$ cat config.mk
export PLATFORM = sky130hd
export DESIGN_NAME = uart_cmd_arbiter
export DESIGN_NICKNAME = d
export VERILOG_FILES = /design/src/rtl/uart_cmd_arbiter.sv
export SDC_FILE = /design/constraint.sdc
export NUM_CORES = 1
export LEC_CHECK = 0
export ABC_AREA = 1
export CORE_UTILIZATION = 45
export CTS_CLUSTER_DIAMETER = 120
export DETAILED_ROUTE_END_ITERATION = 6
export MAX_ROUTING_LAYER = met4
export PLACE_DENSITY = 0.66
export SYNTH_ARGS = -nofsm -noshare
export SYNTH_HDL_FRONTEND = slang
export SYNTH_SLANG_ARGS = --single-unit
$ cat constraint.sdc
create_clock -name sys_clk -period 1.9 [get_ports sys_clk]
set_input_delay 0.475 -clock sys_clk [delete_from_list [all_inputs] [get_ports sys_clk]]
set_output_delay 0.475 -clock sys_clk [all_outputs]
set_load 0.01 [all_outputs]
$ cat src/rtl/uart_cmd_arbiter.sv
// uart_cmd_arbiter
//   Shares the single command byte sent to uart_top.data_in between three
//   requesters: manual driving (req[0]), barrier place/destroy (req[1]) and
//   auto-navigation (req[2]). Arbitration uses fixed priority (0 > 1 > 2).
//   A granted owner cannot be preempted until it has held the bus for
//   HOLD_CYCLES cycles. A stop byte is sent for GAP_CYCLES cycles between
//   two owners. A barrier grant lasts exactly PULSE_CYCLES cycles, and each
//   req[1] pulse produces only one barrier grant.
//
//   Optional feature macro: ARB_WATCHDOG_EN
//     When defined, a grant is forcibly ended after MAX_GRANT cycles.
//     wd_fault then latches high, and the offending requester is masked
//     until its req drops. When undefined, wd_fault is tied low.
//
// Ports
//   sys_clk   in   1  system clock
//   rst       in   1  asynchronous reset, active-high
//   req       in   3  requests: [0] manual, [1] barrier, [2] auto
//   man_cmd   in   6  {destroy,place,right,left,back,fwd} from manual FSM
//   barr_cmd  in   2  {destroy,place}; low four payload bits forced 0
//   auto_cmd  in   6  same layout as man_cmd
//   grant     out  3  one-hot grant (registered)
//   cmd_out   out  8  {2'b10, payload} to uart_top data_in (registered)
//   busy      out  1  high whenever not idle (registered)
//   wd_fault  out  1  sticky watchdog flag
module uart_cmd_arbiter #(
  parameter int unsigned HOLD_CYCLES  = 10_000_000,
  parameter int unsigned GAP_CYCLES   = 1_000_000,
  parameter int unsigned PULSE_CYCLES = 5_000_000,
  parameter int unsigned MAX_GRANT    = 500_000_000
) (
  input  logic       sys_clk,
  input  logic       rst,
  input  logic [2:0] req,
  input  logic [5:0] man_cmd,
  input  logic [1:0] barr_cmd,
  input  logic [5:0] auto_cmd,
  output logic [2:0] grant,
  output logic [7:0] cmd_out,
  output logic       busy,
  output logic       wd_fault
);

  localparam int unsigned MAX_HG  = (HOLD_CYCLES > GAP_CYCLES) ? HOLD_CYCLES : GAP_CYCLES;
  localparam int unsigned MAX_HGP = (MAX_HG > PULSE_CYCLES) ? MAX_HG : PULSE_CYCLES;
  localparam int unsigned CNT_TOP = (MAX_HGP > MAX_GRANT) ? MAX_HGP : MAX_GRANT;
  localparam int unsigned CW      = $clog2(CNT_TOP + 1);

  localparam logic [CW-1:0] HOLD_LAST  = CW'(HOLD_CYCLES - 1);
  localparam logic [CW-1:0] GAP_LAST   = CW'(GAP_CYCLES - 1);
  localparam logic [CW-1:0] PULSE_LAST = CW'(PULSE_CYCLES - 1);
  localparam logic [CW-1:0] CNT_SAT    = CW'(CNT_TOP);
  localparam logic [7:0]    STOP_BYTE  = 8'h80;

  typedef enum logic [1:0] {
    ST_IDLE = 2'd0,
    ST_OWN  = 2'd1,
    ST_GAP  = 2'd2
  } state_t;

  state_t        state_q, state_d;
  logic [2:0]    grant_q, grant_d;
  logic [7:0]    cmd_q, cmd_d;
  logic          busy_q, busy_d;
  logic [CW-1:0] cnt_q, cnt_d;
  logic          armed_q, armed_d;

  logic [2:0]    eff;
  logic [2:0]    win;
  logic          drop_rel;
  logic          pulse_done;
  logic          preempt;
  logic          leave;
  logic          rearb;

`ifdef ARB_WATCHDOG_EN
  localparam logic [CW-1:0] WD_LAST = CW'(MAX_GRANT - 1);
  logic          wd_q, wd_d;
  logic [2:0]    mask_q, mask_d;
  logic          wd_hit;
`endif

  function automatic logic [2:0] first_set(input logic [2:0] r);
    logic [2:0] g;
    g = 3'b000;
    if (r[0])      g = 3'b001;
    else if (r[1]) g = 3'b010;
    else if (r[2]) g = 3'b100;
    return g;
  endfunction

  function automatic logic [5:0] payload_of(input logic [2:0] g,
                                            input logic [5:0] m,
                                            input logic [1:0] b,
                                            input logic [5:0] a);
    logic [5:0] p;
    p = '0;
    case (g)
      3'b001:  p = m;
      3'b010:  p = {b, 4'b0000};
      3'b100:  p = a;
      default: p = '0;
    endcase
    return p;
  endfunction

  // Effective requests: req[1] needs re-arming after each barrier grant, and
  // a watchdog-released owner stays masked until its req drops.
`ifdef ARB_WATCHDOG_EN
  assign eff = req & {1'b1, armed_q, 1'b1} & ~mask_q;
  assign wd_hit = (state_q == ST_OWN) && (cnt_q == WD_LAST);
`else
  assign eff = req & {1'b1, armed_q, 1'b1};
`endif

  assign win = first_set(eff);

  // The barrier grant has a fixed length, so only manual and auto owners
  // release the bus early when their req drops.
  assign drop_rel   = |(grant_q & ~req & 3'b101);
  assign pulse_done = grant_q[1] && (cnt_q == PULSE_LAST);
  // For a one-hot grant, grant-1 selects exactly the higher-priority bits.
  assign preempt    = |(eff & (grant_q - 3'd1)) && (cnt_q >= HOLD_LAST);

  always_comb begin
    state_d = state_q;
    grant_d = grant_q;
    cmd_d   = cmd_q;
    cnt_d   = cnt_q;
    armed_d = armed_q | ~req[1];
    rearb   = 1'b0;
    leave   = 1'b0;
`ifdef ARB_WATCHDOG_EN
    wd_d    = wd_q;
    mask_d  = mask_q & req;
`endif

    case (state_q)
      ST_IDLE: rearb = 1'b1;

      ST_OWN: begin
        leave = drop_rel | pulse_done | preempt;
`ifdef ARB_WATCHDOG_EN
        if (wd_hit) begin
          leave  = 1'b1;
          wd_d   = 1'b1;
          mask_d = mask_d | grant_q;
        end
`endif
        if (leave) begin
          state_d = ST_GAP;
          grant_d = '0;
          cmd_d   = STOP_BYTE;
          cnt_d   = '0;
        end else begin
          cmd_d = {2'b10, payload_of(grant_q, man_cmd, barr_cmd, auto_cmd)};
          cnt_d = (cnt_q == CNT_SAT) ? cnt_q : cnt_q + 1'b1;
        end
      end

      ST_GAP: begin
        if (cnt_q == GAP_LAST) rearb = 1'b1;
        else                   cnt_d = cnt_q + 1'b1;
      end

      default: begin
        state_d = ST_IDLE;
        grant_d = '0;
        cmd_d   = STOP_BYTE;
        cnt_d   = '0;
      end
    endcase

    // Arbitration is shared by IDLE and the last GAP cycle, so a gap flows
    // straight into the next owner without an intermediate idle cycle.
    if (rearb) begin
      cnt_d = '0;
      if (|win) begin
        state_d = ST_OWN;
        grant_d = win;
        cmd_d   = {2'b10, payload_of(win, man_cmd, barr_cmd, auto_cmd)};
        if (win[1]) armed_d = 1'b0;
      end else begin
        state_d = ST_IDLE;
        grant_d = '0;
        cmd_d   = STOP_BYTE;
      end
    end

    busy_d = (state_d != ST_IDLE);
  end

  always_ff @(posedge sys_clk or posedge rst) begin
    if (rst) begin
      state_q <= ST_IDLE;
      grant_q <= '0;
      cmd_q   <= STOP_BYTE;
      busy_q  <= 1'b0;
      cnt_q   <= '0;
      armed_q <= 1'b1;
    end else begin
      state_q <= state_d;
      grant_q <= grant_d;
      cmd_q   <= cmd_d;
      busy_q  <= busy_d;
      cnt_q   <= cnt_d;
      armed_q <= armed_d;
    end
  end

`ifdef ARB_WATCHDOG_EN
  always_ff @(posedge sys_clk or posedge rst) begin
    if (rst) begin
      wd_q   <= 1'b0;
      mask_q <= '0;
    end else begin
      wd_q   <= wd_d;
      mask_q <= mask_d;
    end
  end

  assign wd_fault = wd_q;
`else
  assign wd_fault = 1'b0;
`endif

  assign grant   = grant_q;
  assign cmd_out = cmd_q;
  assign busy    = busy_q;

endmodule

# Word-level counts from Yosys, hierarchy flattened
# Cells that the tools add are included.
[word_totals]
output_inout_bits = 13
word_cells = 70
regBits = 44
input_bits = 19
[classes]
bitwise_logic = 8
addsub = 2
n_eq_ne = 16
n_reduce_logical = 10
n_lt_le_gt_ge = 1
mux = 27
[ops]
columns = ["op", "n"]
rows = [
  ["$mux 29", 4],
  ["$pmux 29 s3", 1],
  ["$pmux 6 s3", 2],
  ["$add 29x1->29 const B", 1],
  ["$eq 29x20->1 const B", 1],
  ["$eq 29x23->1 const B", 1],
  ["$eq 29x29->1 const B", 1],
  ["$ge 29x24->1 const B", 1],
  ["$mux 3", 6],
  ["$pmux 8 s2", 1],
  ["$mux 6", 2],
  ["$and 3x3->3", 3],
  ["$mux 8", 1],
  ["$eq 3x1->1 const B", 2],
  ["$eq 3x2->1 const B", 2],
  ["$eq 3x3->1 const B", 2],
  ["$ne 3x3->1 const B", 2],
  ["$pmux 3 s2", 1],
  ["$reduce_or 3->1", 2],
  ["$mux 1", 5],
  ["$mux 2", 2],
  ["$ne 4x4->1 const B", 1],
  ["$pmux 2 s2", 1],
  ["$reduce_or 2->1", 2],
  ["other kinds (14)", 17],
]

# Longest topological paths before layout
# Gate-level depths: netlist of run 1.
[depth]
depth_word = 9
depth_mapped = 15
ltp_nobuf = 14

# Worst setup path after synthesis of run 1
# Ideal clock, no wire load.
[synth_path]
path_type = "reg-to-reg"
startpoint = "register grant_q[0], in the netlist grant[0]"
endpoint = "register cnt_q[11]"
slack_ns = 0.124
setup_time_ns = 0.073
required_time_ns = 1.827
path_stages_with_launch = 12
arrival_ns = 1.703
path_buffers = 1
period_less_slack_ns = 1.776
path_cell_list = "dfrtp_1 > inv_1 > ha_1 > xor2_1 > nand2_1 > o221ai_1 > nand2_4 > nand3_2 > nand2_2 > nand2_4 > buf_6 > a21oi_2"
[synth_via]
elab_chain_cells = 8
word_cells_on_any_way = 13
cone_classes = "add/sub: 1; eq/ne: 1; mux: 3; bitwise: 4; reduce/logical: 4"
[synth_rtl]
columns = ["element", "line_no", "rtl"]
rows = [
  ["from (decl)", "62", "logic [2:0] grant_q, grant_d;"],
  ["from (signal assigned)", "203", "grant_q <= grant_d;"],
  ["$sub 3x1->3", "123", "assign preempt = |(eff & (grant_q - 3'd1)) && (cnt_q >= HOLD_LAST);"],
  ["$and 3x3->3", "123", ""],
  ["$reduce_or 3->1", "123", ""],
  ["$logic_and 1x1->1", "123", ""],
  ["$or 1x1->1 (*)", "142", "leave = drop_rel | pulse_done | preempt;"],
  ["$mux 29", "150", "if (leave) begin"],
  ["$pmux 29 s3", "138", "case (state_q)"],
  ["$mux 29", "176", "if (rearb) begin"],
  ["to (signal assigned)", "206", "cnt_q <= cnt_d;"],
  ["to (decl)", "65", "logic [CW-1:0] cnt_q, cnt_d;"],
]
# Every way passes the cells marked *; elsewhere a longest branch is shown, timed or not.
# A chain may end at the register's enable or synchronous reset.

# Worst setup path in the final report of run 1
[layout_path]
startpoint = "register cnt_q[0]"
endpoint = "register cnt_q[18]"
[layout_via]
elab_chain_cells = 7
word_cells_on_any_way = 20
cone_classes = "add/sub: 1; order compare: 1; eq/ne: 6; mux: 7; bitwise: 2; reduce/logical: 3"
[layout_rtl]
columns = ["element"]
rows = [
  ["parallel branches: the longest is 7 deep, another holds $ge 29x24->1"],
]
# Several ways; the timed one is not identified. The select of a mux whose other input is x is not followed.

==> results of run 1 <==
==> area by class of cell <==
type / instances / area [sq um] / share of cell area
Tap cell: 99 / 124 / 0.0239
Timing Repair Buffer: 148 / 1310 / 0.253
Clock inverter: 3 / 40.0 / 0.00772
Multi-Input combinational cell: 385 / 2270 / 0.438
Inverter: 79 / 308 / 0.0594
Sequential cell: 42 / 1060 / 0.205
Clock buffer: 5 / 68.8 / 0.0133
==> power breakdown <==
group / total, uW / switching [uW] / internal (uW)
registers: 1080 / 65.0 / 1010
logic: 2360 / 1280 / 1080
clock network: 740 / 352 / 388
==> cells by family (layout without fill, tap and decap cells) <==
| logic type | after synthesis | count (layout) | synth area share |
|---|---|---|---|
| compound gates | 60 | 60 | 0.105 |
| xor+xnor | 17 | 17 | 0.0435 |
| fa+ha+maj | 10 | 10 | 0.0366 |
| buf+inv | 91 | 235 | 0.114 |
| flops | 42 | 42 | 0.308 |
| other cells | 2 | 3 | 0.00220 |
| simple gates | 293 | 295 | 0.391 |
==> cells in the mapped netlist (all sizes together) <==
| library cell | instances |
|---|---|
| conb | 2 |
| o211ai | 2 |
| nor2 | 93 |
| buf | 12 |
| o22ai | 9 |
| xor2 | 16 |
| inv | 78 |
| nand3b | 1 |
| dfrtp | 41 |
| nand3 | 45 |
| a22oi | 1 |
| dfstp | 1 |
| clkinv | 1 |
| o221ai | 1 |
| ha | 10 |
| o31ai | 1 |
| a21oi | 31 |
| nor3 | 15 |
| nand4 | 17 |
| o21ai | 15 |
| xnor2 | 1 |
| nor4 | 2 |
| nand2 | 120 |
==> what timing repair did <==
item | in CTS | in global routing
cloned | 2 | 3
buffers inserted | 7 | 12
gates resized for setup | 38 | 64
pin swaps | 16 | 31
setup endpoints to repair | 37 | 42
==> worst reg2reg max path: stages (launching register included) <==
cell and delay [ns]:
dfrtp_1 0.40, ha_2 0.20, nand2_2 0.08, nor2_4 0.18, nand2_2 0.09, nor2_1 0.09
nand3_1 0.08, nand3_2 0.14, nand2_4 0.09, nand4_1 0.13, buf_6 0.17, buf_8 0.14
nand3_2 0.08, nand2_1 0.08
==> how the worst min path moves through the flow <==
| stage | end | slack [ns] | depth (start not counted) |
|---|---|---|---|
| after floorplan | armed_q$_DFF_PP1_ | 0.46 | 2 |
| after global placement | armed_q$_DFF_PP1_ | 0.47 | 2 |
| after detailed placement | armed_q$_DFF_PP1_ | 0.48 | 2 |
| after CTS | armed_q$_DFF_PP1_ | 0.49 | 2 |
| after global routing | armed_q$_DFF_PP1_ | 0.52 | 2 |
| final | armed_q$_DFF_PP1_ | 0.49 | 2 |
==> metrics by stage <==
step	power (uW)	setup WS, ns
2_1_floorplan	2010	0.124
3_3_place_gp	2790	-0.182
3_5_place_dp	2810	-0.241
4_1_cts	3660	-0.0298
5_1_grt	4390	-0.217
6_report	4170	-0.0908
==> flip-flops by register name, summed over array words and instances (netlist names) <==
| signal | cells |
|---|---|
| busy | 1 |
| cnt_q | 29 |
| grant | 3 |
| armed_q | 1 |
| cmd_out | 6 |
| state_q | 2 |
==> per-layer routing <==
| layer | wire length [um] | track usage | part of all wire | vias to the layer above |
|---|---|---|---|---|
| met1 | 4860 | 0.400 | 0.40 | 1859 |
| li1 | - | - | - | 1943 |
| met4 | 348 | 0.0981 | 0.029 | 0 |
| met3 | 1000 | 0.0508 | 0.082 | 38 |
| met5 | 0 | - | 0 | - |
| met2 | 5980 | 0.516 | 0.49 | 187 |
==> flow_summary.ini, run 1 <==
[clock_network]
clock-sinks = 42
clockBufferDepth = 2
clk_pin_slew_ns = 0.09
numCtsBuffers = 5
clock_latency_ns = 0.30
cts_root_buf = clkbuf_8
cts_tree = built
holdBufCountCts = 0
htreeDepth = 2

[synth]
netlist_area_sq_um = 3420
synth_top_area_frac = 0.300
syn_area_per_cell_sq_um = 6.64
synth_top_area_cell = dfrtp_1
seq_area_frac_synth = 0.308
yosys-top-cells-area = dfrtp_1 30%, nand2_1 12%, nor2_1 8.9%, inv_1 7.4%, nand3_1 6.0%
synth_cell_types = 34
ys_seq_elements = 42
synthCells = 515
synth_warnings = 0

[critical_path]
critPathRequiredTime_ns = 2.14
cpMaxStageDelayCell = dfrtp_1
crit_cells = 13
end_kind = register
critPathLaunchType = register
cp_num_buf_inv = 2
rr_worst_depth = 13
critPathLaunch = cnt_q[0]$_DFFE_PP0P_
crit_path_end = cnt_q[18]$_DFFE_PP0P_
critical_path_class = reg2reg
crit_arrival_ns = 2.23
timing.rr.end = cnt_q[18]$_DFFE_PP0P_
path_delay_family = simple AND/OR/NAND/NOR gates
timing.rr.start = cnt_q[0]$_DFFE_PP0P_
cp_max_fo = 6
rrSetupSlack_ns = -0.09
cp_cell_sequence = ha_2 -> nand2_2 -> nor2_4 -> nand2_2 -> nor2_1 -> nand3_1 -> nand3_2 -> nand2_4 -> nand4_1 -> buf_6 -> buf_8 -> nand3_2 -> nand2_1
critPathMaxStageDelay_ns = 0.40

[pwr]
p_leak_uw = 0.00237
ir_drop_uv = 899
p_per_area_nw_per_um2 = 805

[drt]
viasPerCell = 5.29
drt_wl_total_mm = 12.2
antenna_left = 0
num_vias = 4027
wl_per_cell_um = 16.0
drtIter0Drc = 362
drc_errors = 0
dr.pass1.iters = 6

[floorplanning]
core_area_sq_um = 7290
initial_core_util = 0.469
pin_count = 32
die_area_sq_um = 7950
die_h_um = 89.2
die_w_um = 89.2
row_count = 31

[finish]
post-route-util = 0.711
layout_commonest_cell = buf_4
syn_to_final_growth_pct = 51.5
final_area_sq_um = 5180
layout_common_cells = 102 x buf_4, 98 x nand2_1, 69 x nor2_1, 62 x inv_1, 35 x nand3_1
instances_no_fill = 761
n_antenna_cell = 0
nets = 690
fillers = 613
drive_above_1_share = 0.358

[place]
gp_congestion = 0.950
dpl_cell_area_sq_um = 4500
hpwl_mm = 8.93
io_buffers = 28
place_inst = 729

[run_status]
failed_checks = negative setup slack
status = finished with violations

[global_routing]
grt_max_degree = 24
grt_pass1_wl_mm = 18.1
grt_use_total = 0.315
antenna_found_initial = 0
grt_pass1_vias = 3758
gr-total-overflow = 0

[timing]
hold_viol_final = 0
fin_crit_ns = 1.99
finalSetupTns_ns = -1.65
skew_ns = 0.00922
fmax_mhz = 502
worst_hold_slack_ns = 0.485
report.final.setup_viol = 36
rsz0062_at_grt = true
period_share = 1.05
finalMaxSlewViolations = 0
setup_slack_ns = -0.0908

[worst_hold_path]
min_from = armed_q$_DFF_PP1_
worstHoldPathType = reg2reg

[run]
drv_cap = 0
(Power assumes the default switching activity.)
==> inputs of run 2 (changes only) <==
--- a/config.mk
+++ b/config.mk
@@ -9,8 +9,9 @@
 export CORE_UTILIZATION = 45
 export CTS_CLUSTER_DIAMETER = 120
 export DETAILED_ROUTE_END_ITERATION = 6
+export DONT_BUFFER_PORTS = 1
 export MAX_ROUTING_LAYER = met4
-export PLACE_DENSITY = 0.66
+export PLACE_DENSITY = 0.6
 export SYNTH_ARGS = -nofsm -noshare
 export SYNTH_HDL_FRONTEND = slang
 export SYNTH_SLANG_ARGS = --single-unit
==> flow_summary.ini, run 2 (same netlist as run 1, synthesis figures left out) <==
[finish]
drive_above_1_share = 0.303
largest_register_ffs = 29
instances_no_fill = 693
layout_common_cells = 101 x nand2_1, 74 x buf_4, 70 x nor2_1, 63 x inv_1, 40 x nand3_1
regArea_sq_um = 1060
n_antenna_cell = 0
final_area_sq_um = 4450
nets = 622
fillers = 726
multiInputGateArea_sq_um = 2180
layout_commonest_cell = nand2_1
syn_to_final_growth_pct = 30.0
largest-register = cnt_q

[drt]
dr.pass1.iters = 6
viasPerCell = 5.27
antenna_left = 0
num_vias = 3654
wl_per_cell_um = 15.4
drt_wl_total_mm = 10.7
drc_errors = 0
drtIter0Drc = 280

[place]
place_inst = 676
gp_congestion = 0.967
dpl_cell_area_sq_um = 4030
io_buffers = 0
hpwl_mm = 8.45

[global_routing]
grt_pass1_vias = 3351
antenna_found_initial = 0
grt_use_total = 0.286
grt_pass1_wl_mm = 16.5
gr-total-overflow = 0
grt_max_degree = 21

[critical_path]
crit_arrival_ns = 2.13
end_kind = register
critPathRequiredTime_ns = 2.08
critical_path_class = reg2reg
rr_worst_depth = 9
cp_max_fo = 4
critPathLaunchType = register

[floorplanning]
pin_count = 32
die_w_um = 89.2
core_area_sq_um = 7290
row_count = 31
initial_core_util = 0.469
die_h_um = 89.2
die_area_sq_um = 7950

[clock_network]
clk_pin_slew_ns = 0.09
cts_root_buf = clkbuf_8
holdBufCountCts = 0
htreeDepth = 2
clock_latency_ns = 0.31
cts_tree = built
clock-sinks = 42
numCtsBuffers = 5
clockBufferDepth = 2

[pwr]
ir_drop_uv = 548
p_leak_uw = 0.00207
p_per_area_nw_per_um2 = 789

[timing]
finalSetupTns_ns = -0.0585
rsz0062_at_grt = true
skew_ns = 0.0141
fin_crit_ns = 1.95
report.final.setup_viol = 2
hold_viol_final = 0
fmax_mhz = 513
period_share = 1.03
finalMaxSlewViolations = 0
setup_slack_ns = -0.0486

[worst_hold_path]
worstHoldPathType = in2async

[run_status]
failed_checks = negative setup slack
status = finished with violations

[run]
drv_cap = 0
==> run 2: cell types whose count changed in the layout (fill, tap and decap cells not counted), moves of 5 or more <==
cell	delta
a21oi_2	-6
buf_4	-28
buf_6	-5
clkdlybuf4s50_1	-28
nand3_1	+5
nand3_2	-6
==> run 2: where the power goes <==
group	leakage [uW]	total (uW)	switching [uW]	internal (uW)
Sequential	0.000562	1120	104	1010
Clock	0.0000585	765	336	429
Combinational	0.00145	1630	993	636
Total	0.00207	3510	1430	2080
==> run 2: per-stage QoR <==
step	total power [uW]	util	setup WS, ns	hold WS (ns)
after detailed placement	2600	0.552	-0.106	0.389
after global routing	3730	0.610	-0.122	0.0768
final	3510	0.610	-0.0486	0.0480
after global placement	2590	0.552	-0.0808	0.387
after floorplan	2010	-	0.124	0.463
after CTS	3440	0.576	-0.00988	0.0572
==> run 2: area by class of cell <==
type	count	share of cell area
clock buffers	7	0.0194
clock inverters	1	0.00675
inverters	79	0.0672
multi-input cells	383	0.491
flip-flops and latches	42	0.238
well taps	99	0.0279
repair buffers	82	0.149
==> run 2: what timing repair did <==
action | CTS | global route
buffers inserted | 0 | 8
cloned | 0 | 1
pin swaps | 9 | 27
resized for setup | 14 | 56
setup endpoints to repair | 32 | 41
==> run 2: path summary, 6_finish.rpt <==
| check | slack, ns | start | endpoint |
|---|---|---|---|
| max reg2reg | -0.05 | cnt_q[19]$_DFFE_PP0P_ | cnt_q[24]$_DFFE_PP0P_ |
| max in group asynchronous | 1.24 | rst | cnt_q[9]$_DFFE_PP0P_ |
| min | 0.05 | rst | cnt_q[25]$_DFFE_PP0P_ |
| min reg2reg | 0.49 | armed_q$_DFF_PP1_ | armed_q$_DFF_PP1_ |
| max | -0.05 | cnt_q[19]$_DFFE_PP0P_ | cnt_q[24]$_DFFE_PP0P_ |
| min in group sys_clk | 0.25 | req[1] | armed_q$_DFF_PP1_ |
==> run 2: critical path, cell delays in order, from the launching register on <==
cell and delay, ns:
dfrtp_1 0.48, nand2_2 0.13, nor2_1 0.22, buf_4 0.15, inv_1 0.05, nor2_1 0.18, nand3_1 0.10, nor2_1 0.28
xor2_1 0.18, a21oi_1 0.06
==> run 2: layer usage <==
| metal | share of wire | global-route usage | up-vias |
|---|---|---|---|
| li1 | - | - | 1804 |
| met1 | 0.44 | 0.371 | 1712 |
| met2 | 0.48 | 0.464 | 113 |
| met3 | 0.052 | 0.0369 | 25 |
| met4 | 0.028 | 0.0909 | 0 |
| met5 | 0 | - | - |
